<file path="src/rtl/uart_rx_deframe_pkg.sv">
// Shared UART definitions: parity encodings, receiver FSM states and the
// parity helper used by both the transmit and receive paths.
package uart_rx_deframe_pkg;

    localparam logic [1:0] PARITY_NONE     = 2'b00;
    localparam logic [1:0] PARITY_ODD      = 2'b01;
    localparam logic [1:0] PARITY_EVEN     = 2'b10;
    localparam logic [1:0] PARITY_NONE_ALT = 2'b11;

    localparam int unsigned PARITY_MAX_WIDTH = 32;

    typedef enum logic [2:0] {
        ST_IDLE,
        ST_START,
        ST_DATA,
        ST_PARITY,
        ST_STOP,
        ST_BREAK
    } rx_state_e;

    // Expected parity bit; data is zero-extended, which leaves the XOR unchanged.
    function automatic logic parity_bit(input logic [PARITY_MAX_WIDTH-1:0] data,
                                        input logic [1:0]                  ptype);
        logic bit_q;
        bit_q = 1'b0;
        case (ptype)
            PARITY_ODD:  bit_q = ~^data;
            PARITY_EVEN: bit_q = ^data;
            default:     bit_q = 1'b0;
        endcase
        return bit_q;
    endfunction

endpackage

</file>
<file path="src/rtl/uart_rx_deframe_rx_sync_edge.sv">
// Two-flop synchronizer for the serial line plus falling-edge detect.
module rx_sync_edge (
    input  logic i_clk,
    input  logic i_rst_n,
    input  logic i_rx,
    output logic o_rx_sync,
    output logic o_rx_fall_c
);

    logic r_meta;
    logic r_sync;
    logic r_prev;

    // Flops reset high so an idle line is not seen as a start edge.
    always_ff @(posedge i_clk or negedge i_rst_n) begin
        if (!i_rst_n) begin
            r_meta <= 1'b1;
            r_sync <= 1'b1;
            r_prev <= 1'b1;
        end else begin
            r_meta <= i_rx;
            r_sync <= r_meta;
            r_prev <= r_sync;
        end
    end

    assign o_rx_sync   = r_sync;
    assign o_rx_fall_c = r_prev & ~r_sync;

endmodule

</file>
<file path="src/rtl/uart_rx_deframe.sv">
// UART receive deframer: start/data/parity/stop sampling at mid-bit from a
// 16x oversampling enable, with parity and framing checks.
module uart_rx_deframe
    import uart_rx_deframe_pkg::*;
#(
    parameter int unsigned DATA_WIDTH = 8,
    parameter int unsigned OVERSAMPLE = 16
) (
    input  logic                  i_clk,
    input  logic                  i_rst_n,
    input  logic                  i_baud_tick,
    input  logic                  i_rx_in,
    input  logic [1:0]            i_parity_type,
    input  logic                  i_stop_bits,
    output logic [DATA_WIDTH-1:0] o_data_out,
    output logic                  o_done,
    output logic                  o_parity_error,
    output logic                  o_stop_error,
    output logic                  o_active
);

    localparam int unsigned TICK_W = $clog2(OVERSAMPLE);
    localparam int unsigned BIT_W  = (DATA_WIDTH > 1) ? $clog2(DATA_WIDTH) : 1;
    localparam logic [TICK_W-1:0] MID_TICK  = TICK_W'(OVERSAMPLE / 2 - 1);
    localparam logic [TICK_W-1:0] LAST_TICK = TICK_W'(OVERSAMPLE - 1);
    localparam logic [BIT_W-1:0]  LAST_BIT  = BIT_W'(DATA_WIDTH - 1);

    rx_state_e             r_state;
    logic [TICK_W-1:0]     r_tick;
    logic [BIT_W-1:0]      r_bit;
    logic [DATA_WIDTH-1:0] r_shift;
    logic [1:0]            r_ptype;
    logic                  r_two_stop;
    logic                  r_stop_cnt;
    logic                  r_par_err;
    logic                  r_stop_err;

    logic w_rx_sync;
    logic w_rx_fall_c;
    logic w_bit_end;
    logic w_parity_exp;
    logic w_stop_err_final;

    rx_sync_edge u_sync (
        .i_clk       (i_clk),
        .i_rst_n     (i_rst_n),
        .i_rx        (i_rx_in),
        .o_rx_sync   (w_rx_sync),
        .o_rx_fall_c (w_rx_fall_c)
    );

    // After the start mid-sample the counter is cleared, so every later
    // sample lands on the last tick of a full bit period.
    assign w_bit_end        = i_baud_tick && (r_tick == LAST_TICK);
    assign w_parity_exp     = parity_bit(PARITY_MAX_WIDTH'(r_shift), r_ptype);
    assign w_stop_err_final = r_stop_err | ~w_rx_sync;

    always_ff @(posedge i_clk or negedge i_rst_n) begin
        if (!i_rst_n) begin
            r_state        <= ST_IDLE;
            r_tick         <= '0;
            r_bit          <= '0;
            r_shift        <= '0;
            r_ptype        <= PARITY_NONE;
            r_two_stop     <= 1'b0;
            r_stop_cnt     <= 1'b0;
            r_par_err      <= 1'b0;
            r_stop_err     <= 1'b0;
            o_data_out     <= '0;
            o_done         <= 1'b0;
            o_parity_error <= 1'b0;
            o_stop_error   <= 1'b0;
            o_active       <= 1'b0;
        end else begin
            o_done <= 1'b0;
            case (r_state)
                ST_IDLE: begin
                    o_active <= w_rx_fall_c;
                    if (w_rx_fall_c) begin
                        r_tick  <= '0;
                        r_state <= ST_START;
                    end
                end
                ST_START: begin
                    if (i_baud_tick) begin
                        if (r_tick == MID_TICK) begin
                            r_tick <= '0;
                            if (!w_rx_sync) begin
                                r_ptype    <= i_parity_type;
                                r_two_stop <= i_stop_bits;
                                r_bit      <= '0;
                                r_stop_cnt <= 1'b0;
                                r_par_err  <= 1'b0;
                                r_stop_err <= 1'b0;
                                r_state    <= ST_DATA;
                            end else begin
                                r_state <= ST_IDLE;
                            end
                        end else begin
                            r_tick <= r_tick + TICK_W'(1);
                        end
                    end
                end
                ST_DATA: begin
                    if (w_bit_end) begin
                        r_tick  <= '0;
                        r_shift <= {w_rx_sync, r_shift[DATA_WIDTH-1:1]};
                        if (r_bit == LAST_BIT) begin
                            r_state <= (r_ptype == PARITY_ODD || r_ptype == PARITY_EVEN)
                                       ? ST_PARITY : ST_STOP;
                        end else begin
                            r_bit <= r_bit + BIT_W'(1);
                        end
                    end else if (i_baud_tick) begin
                        r_tick <= r_tick + TICK_W'(1);
                    end
                end
                ST_PARITY: begin
                    if (w_bit_end) begin
                        r_tick    <= '0;
                        r_par_err <= (w_rx_sync != w_parity_exp);
                        r_state   <= ST_STOP;
                    end else if (i_baud_tick) begin
                        r_tick <= r_tick + TICK_W'(1);
                    end
                end
                ST_STOP: begin
                    if (w_bit_end) begin
                        r_tick <= '0;
                        if (r_two_stop && !r_stop_cnt) begin
                            r_stop_cnt <= 1'b1;
                            r_stop_err <= w_stop_err_final;
                        end else begin
                            o_data_out     <= r_shift;
                            o_parity_error <= r_par_err;
                            o_stop_error   <= w_stop_err_final;
                            o_done         <= 1'b1;
                            r_state        <= w_stop_err_final ? ST_BREAK : ST_IDLE;
                        end
                    end else if (i_baud_tick) begin
                        r_tick <= r_tick + TICK_W'(1);
                    end
                end
                ST_BREAK: begin
                    // A held-low line must return high before a new start is accepted.
                    o_active <= 1'b0;
                    if (i_baud_tick && w_rx_sync) begin
                        r_state <= ST_IDLE;
                    end
                end
                default: begin
                    r_state <= ST_IDLE;
                end
            endcase
        end
    end

endmodule
</file>
<file path="config.mk">
export PLATFORM = sky130hd
export DESIGN_NAME = uart_rx_deframe
export DESIGN_NICKNAME = d
export VERILOG_FILES = /design/src/rtl/uart_rx_deframe_pkg.sv /design/src/rtl/uart_rx_deframe_rx_sync_edge.sv /design/src/rtl/uart_rx_deframe.sv
export SDC_FILE = /design/constraint.sdc
export NUM_CORES = 1
export LEC_CHECK = 0
export BUFFER_PORTS_ARGS = -buffer_cell sky130_fd_sc_hd__buf_2
export CELL_PAD_IN_SITES_DETAIL_PLACEMENT = 1
export CELL_PAD_IN_SITES_GLOBAL_PLACEMENT = 1
export CORE_AREA = 5 5 72 74
export DETAILED_ROUTE_END_ITERATION = 6
export DIE_AREA = 0 0 77 79
export MAX_ROUTING_LAYER = met4
export PLACE_DENSITY = 0.75
export SLEW_MARGIN = 30
export SYNTH_ARGS = -nofsm -noshare
export SYNTH_HDL_FRONTEND = slang
export SYNTH_SLANG_ARGS = --single-unit
export TNS_END_PERCENT = 50
</file>
<file path="constraint.sdc">
create_clock -name i_clk -period 2.3 [get_ports i_clk]
set_clock_uncertainty 0.2 [all_clocks]
set_input_delay 0.345 -clock i_clk [delete_from_list [all_inputs] [get_ports i_clk]]
set_output_delay 0.345 -clock i_clk [all_outputs]
set_load 0.01 [all_outputs]
</file>
---- Yosys cells after proc, flatten, opt, wreduce, memory -nomap -nowiden ----
Cells that the tools add are included.
word-level totals
  bits in registers ....................... 39
  input bits .............................. 7
  output and inout port bits .............. 12
cells by class
  add/subtract/negate cells ............... 2
  eq/ne operators ......................... 24
  multiplexer cells ....................... 41
  bitwise gates (word level) .............. 4
  reductions and logical operators ........ 22
operators by type and width
  kind                   count
  $mux W3                16
  $reduce_xnor A32 Y1    1
  $reduce_xor A32 Y1     1
  $ne A2 B2 Y1 const B   12
  $mux W4                5
  $pmux W3 S6            1
  $pmux W4 S3            1
  $reduce_and A6 Y1      2
  $mux W1                11
  $pmux W1 S2            5
  $eq A3 B3 Y1 const B   3
  $reduce_and A9 Y1      1
  $reduce_and A4 Y1      2
  $reduce_bool A2 Y1     4
  $eq A3 B2 Y1 const B   2
  $pmux W3 S2            1
  $reduce_and A5 Y1      1
  $add A4 B1 Y4 const B  1
  $eq A4 B3 Y1 const B   1
  $eq A4 B4 Y1 const B   1
  $add A3 B1 Y3 const B  1
  $eq A3 B1 Y1 const B   1
  $logic_and A1 B1 Y1    3
  $logic_not A3 Y1       1
  other kinds (14)       15

---- Logic depth before layout (Yosys ltp) ----
  depth in word-level cells ............... 6
  depth in mapped cells ................... 7
  gate-level depth less buffers ........... 7

---- Cells and area by module ----
Synthesis repeated with hierarchy kept, for this count alone.
second synthesis, totals
  cell total of the unflattened synthesis .. 170
  area, all modules ....................... 1966.9 um^2
by module, submodules not included
  module           times used  cells an instance  area an instance (um^2)  seq. area each (um^2)
  uart_rx_deframe  1           166                1874.3                   900.9
  rx_sync_edge     1           4                  92.6                     78.8

---- Worst setup path before layout ----
Ideal clock, no wire load.
  path type ............................... reg2reg
  from .................................... reg r_tick[0]
  to ...................................... reg r_bit[0]
  data arrival time ....................... 1.736 ns
  slack ................................... 0.238 ns
  stages on the path, launching flop included .. 7
  path through ............................ dfrtp_1 -> ha_1 -> and4_4 -> nand2_4 -> or3_4 -> a21oi_4 -> mux2_4
between the ends
  cells in the longest elaborated chain, start to end .. 4
RTL lines
  item                             RTL line                text
  from (decl)                      uart_rx_deframe.sv:29   logic [TICK_W-1:0] r_tick;
  from (signal assigned)           uart_rx_deframe.sv:100  r_tick <= r_tick + TICK_W'(1);
  from (signal assigned)           uart_rx_deframe.sv:115  r_tick <= r_tick + TICK_W'(1);
  from (signal assigned)           uart_rx_deframe.sv:124  r_tick <= r_tick + TICK_W'(1);
  $eq A4 B4 Y1                     uart_rx_deframe.sv:54   assign w_bit_end = i_baud_tick && (r_tick == LAST_TICK);
  $logic_and A1 B1 Y1              uart_rx_deframe.sv:54
  $ne A2 B2 Y1 (no line)           n/a
  $reduce_and A6 Y1 (no line) (*)  n/a
  to (signal assigned)             uart_rx_deframe.sv:112  r_bit <= r_bit + BIT_W'(1);
  to (decl)                        uart_rx_deframe.sv:30   logic [BIT_W-1:0] r_bit;
Mark *: on every way between the ends. The rest lies on a longest branch, timed or not.
A chain may end at the register's enable or synchronous reset.

---- Worst setup path in the final report ----
Same ends and word-level chain as after synthesis.

==> metrics.md <==
| Metric | Value |
|---|---|
| Top cells by area, synth | `dfrtp_1 (45%), mux2_2 (11%), dfstp_2 (3.9%)` |
| Ys flop type | `dfrtp_1` |
| Critical Path Stages | `6` |
| Fraction of layout cells with a size suffix above 1 | `31.3%` |
| Max-slew violation count | `0` |
| CTS root buf | `clkbuf_8` |
| Iteration-0 DRC count of the detailed router | `148` |
| EDFF count, synth | `0` |
| Initial core utilization | `44.0%` |
| Peak supply drop | `437 uV` |
| Synthesized area | `2000 sq um` |
| GRT Total Usage | `17.1%` |
| Buf+Inv Stages, Crit Path | `0` |
| Vias/cell | `5.63` |
| Top Usage Layer GRT | `met2` |
| Final wirelength | `4600 um` |
| Clock Tree Buf Depth | `2` |
| GP Congestion | `0.917` |
| Die height | `79 um` |
| Port bufs | `18` |
| # setup viols final | `0` |
| Setup bufs post-CTS | `0` |
| CTS Buf Count | `5` |
| Unrepaired setup endpoints after global routing | `false` |
| Setup Crit Path Kind | `reg2reg` |
| CTS sink cnt | `39` |
| Area delta synth->final | `15.0%` |
| Reg-to-reg setup timing slack | `100 ps` |
| Final hold slack | `87.4 ps` |
| Register area share after synthesis | `49.1%` |
| Worst setup EP type | `register` |
| First-pass GRT wire length | `8130 um` |
| Largest stage delay, worst path | `390 ps` |
| Worst slew pin tran | `528 ps` |
| CP cell instances | `ha_1 > and4_4 > nand2_4 > or3_4 > a21oi_4 > mux2_4` |
| Ys async rst share | `100%` |
| Largest net degree at the start of global routing | `40` |
| Tcrit/Tclk final | `95.6%` |
| Pwr/cell area | `902 nW/um^2` |
| Minimum clock period after layout | `2200 ps` |
| Synth warnings | `0` |
| Avg Cell Area, Syn | `11.1 sq um` |
| Detailed placement HPWL | `3440 um` |
| Met1 Use GR | `22.1%` |
| Later-pin clock latency in the skew report | `290 ps` |
| Post-Synthesis Cells | `179` |
| Worst Reg2Reg Path Length in Cells | `6` |
| Crit. Startpoint | `r_tick[0]$_DFFE_PN0P_` |
| DRC viols | `0` |
| Total global routing overflow | `0` |
| Reg clk slew, reported paths | `70 ps` |
| Core box area | `4540 sq um` |
| Cts repair resizes | `0` |
| Top cell type's share of synthesized area | `45.1%` |
| CP top delay family | `simple AND/OR/NAND/NOR gates` |
| Storage element area | `980 sq um` |
| Seq cells post-synth | `39` |
| GRT met3 Usage | `3.85%` |
| Die W | `77 um` |
| Antenna Cells | `0` |
| I/O pin total | `19` |
| Hold path startpoint | `i_parity_type[1]` |
| Post-route ant nets | `0` |
| Worst EP required | `2270 ps` |
| Vias in the first global route | `1578` |
| CP Capture Point | `r_bit[0]$_DFFE_PN0P_` |
| Max-cap violations | `0` |
| CTS tree | `done` |
| Status | `finished, final reports clean` |
| Hold Crit Class | `in2reg` |
| Synth area leader | `dfrtp_1` |
| Crit path DAT | `2170 ps` |
| Initial antenna violation count | `0` |
| Footprint of the multi-input gates | `940 sq um` |
| Via Count | `1491` |
| Num rows | `25` |
| FF-to-FF End | `r_bit[0]$_DFFE_PN0P_` |
| Setup TNS | `0 ps` |
| CP max-delay cell | `dfrtp_1` |
| Layout net count | `222` |
| Synth Net Count | `191` |
| Post-synth cell types | `45` |
| Drt pass-1 iters | `4` |
| Fin util | `50.6%` |
| FILL cells | `511` |
| Number of hold violations in the final report | `0` |
| Fmax | `455 MHz` |
| Grt met2 use | `28.0%` |
| Die footprint | `6080 sq um` |
| Worst slew margin relative to its limit | `64.6%` |
| H-Tree Depth | `2` |
| Synth top cells by count | `dfrtp_1 (36), mux2_2 (19), nand2_1 (14)` |
| Leakage power | `1.10 nW` |
| Crit-path max FO | `6` |
| Design area | `2300 sq um` |
| FF-to-FF Start | `r_tick[0]$_DFFE_PN0P_` |
| Critical Path Source Type | `register` |
| Most numerous cell in the Yosys netlist | `dfrtp_1` |
| DP Area | `2190 sq um` |
| Routed wire per std cell | `17.4 um` |
==> layout by cell type (no fill, tap or decap), drive strengths merged, types with 3 or more instances in the layout <==
master  synthesis  layout
nand2b         10      10
nor4            3       3
inv             7       7
nand2          15      15
nor2           12      12
dfrtp          36      36
nand3           3       3
mux2           20      20
nor3            4       4
xnor2           7       7
ha              5       5
buf             4      28
clkbuf          2       6
dfstp           3       3
o21ai           9       9
a21oi          11      11
==> worst register-to-register path: stages (launching register included) <==
cell     delay (ps)
dfrtp_1         390
ha_1            270
and4_4          290
nand2_4          60
or3_4           340
a21oi_4         220
mux2_4          320
==> final cells by class <==
cell class / instances / share of cell area [%]
tap: 54 / 2.94
multi-input combinational: 127 / 40.9
sequential: 39 / 42.7
timing repair buffer: 30 / 8.61
clock buffer: 6 / 3.16
clock inverter: 2 / 0.545
inverter: 7 / 1.14
==> cell families (layout without fill, tap and decap cells) <==
family | after synthesis | after routing | share of synthesized area, %
simple gates | 57 | 57 | 16.3
flops | 39 | 39 | 49.1
compound gates | 35 | 35 | 11.7
mux | 22 | 22 | 12.5
buf+inv | 13 | 45 | 3.82
xor+xnor | 8 | 8 | 3.51
fa+ha+maj | 5 | 5 | 3.13
==> stage by stage <==
stage | worst slack, ps | power [mW] | instances
finish | 101 | 2.07 | 265
detailed placement | 124 | 1.62 | 255
CTS | 106 | 2.08 | 265
global route | 1.65 | 2.22 | 265
floorplan | 238 | 1.40 | 179
global placement | 183 | 1.56 | 255
==> how the worst min path moves through the flow <==
stage	end	slack [ps]	depth (start not counted)
after floorplan	o_active$_DFFE_PN0P_	-150	0
after global placement	o_active$_DFFE_PN0P_	130	2
after detailed placement	r_state[2]$_DFFE_PN0P_	130	2
after CTS	r_ptype[1]$_DFFE_PN0P_	80	3
after global routing	r_ptype[1]$_DFFE_PN0P_	80	3
final	r_ptype[1]$_DFFE_PN0P_	90	3
==> sequential cells by signal (all words and copies together), names as in the netlist <==
name	count
r_two_stop	1
o_parity_error	1
u_sync.r_prev	1
o_stop_error	1
r_par_err	1
r_stop_err	1
r_stop_cnt	1
u_sync.r_meta	1
r_shift	8
r_tick	4
r_ptype	2
o_done	1
u_sync.o_rx_sync	1
r_bit	3
r_state	3
o_data_out	8
o_active	1
==> per-layer routing <==
layer,vias up,share of wire (%)
li1,696,-
met1,770,44
met2,21,52
met3,4,3.3
met4,0,0.57
met5,-,0
==> power breakdown <==
group	switching (mW)	internal, mW
clock network	0.241	0.212
registers	0.129	0.758
logic	0.419	0.313
total	0.789	1.28
==> what timing repair did <==
action,4_1_cts,5_1_grt
setup endpoints to repair,0,1
hold buffers,2,0
hold endpoints to repair,37,0
Note: power is estimated with default switching activity, not from simulation.
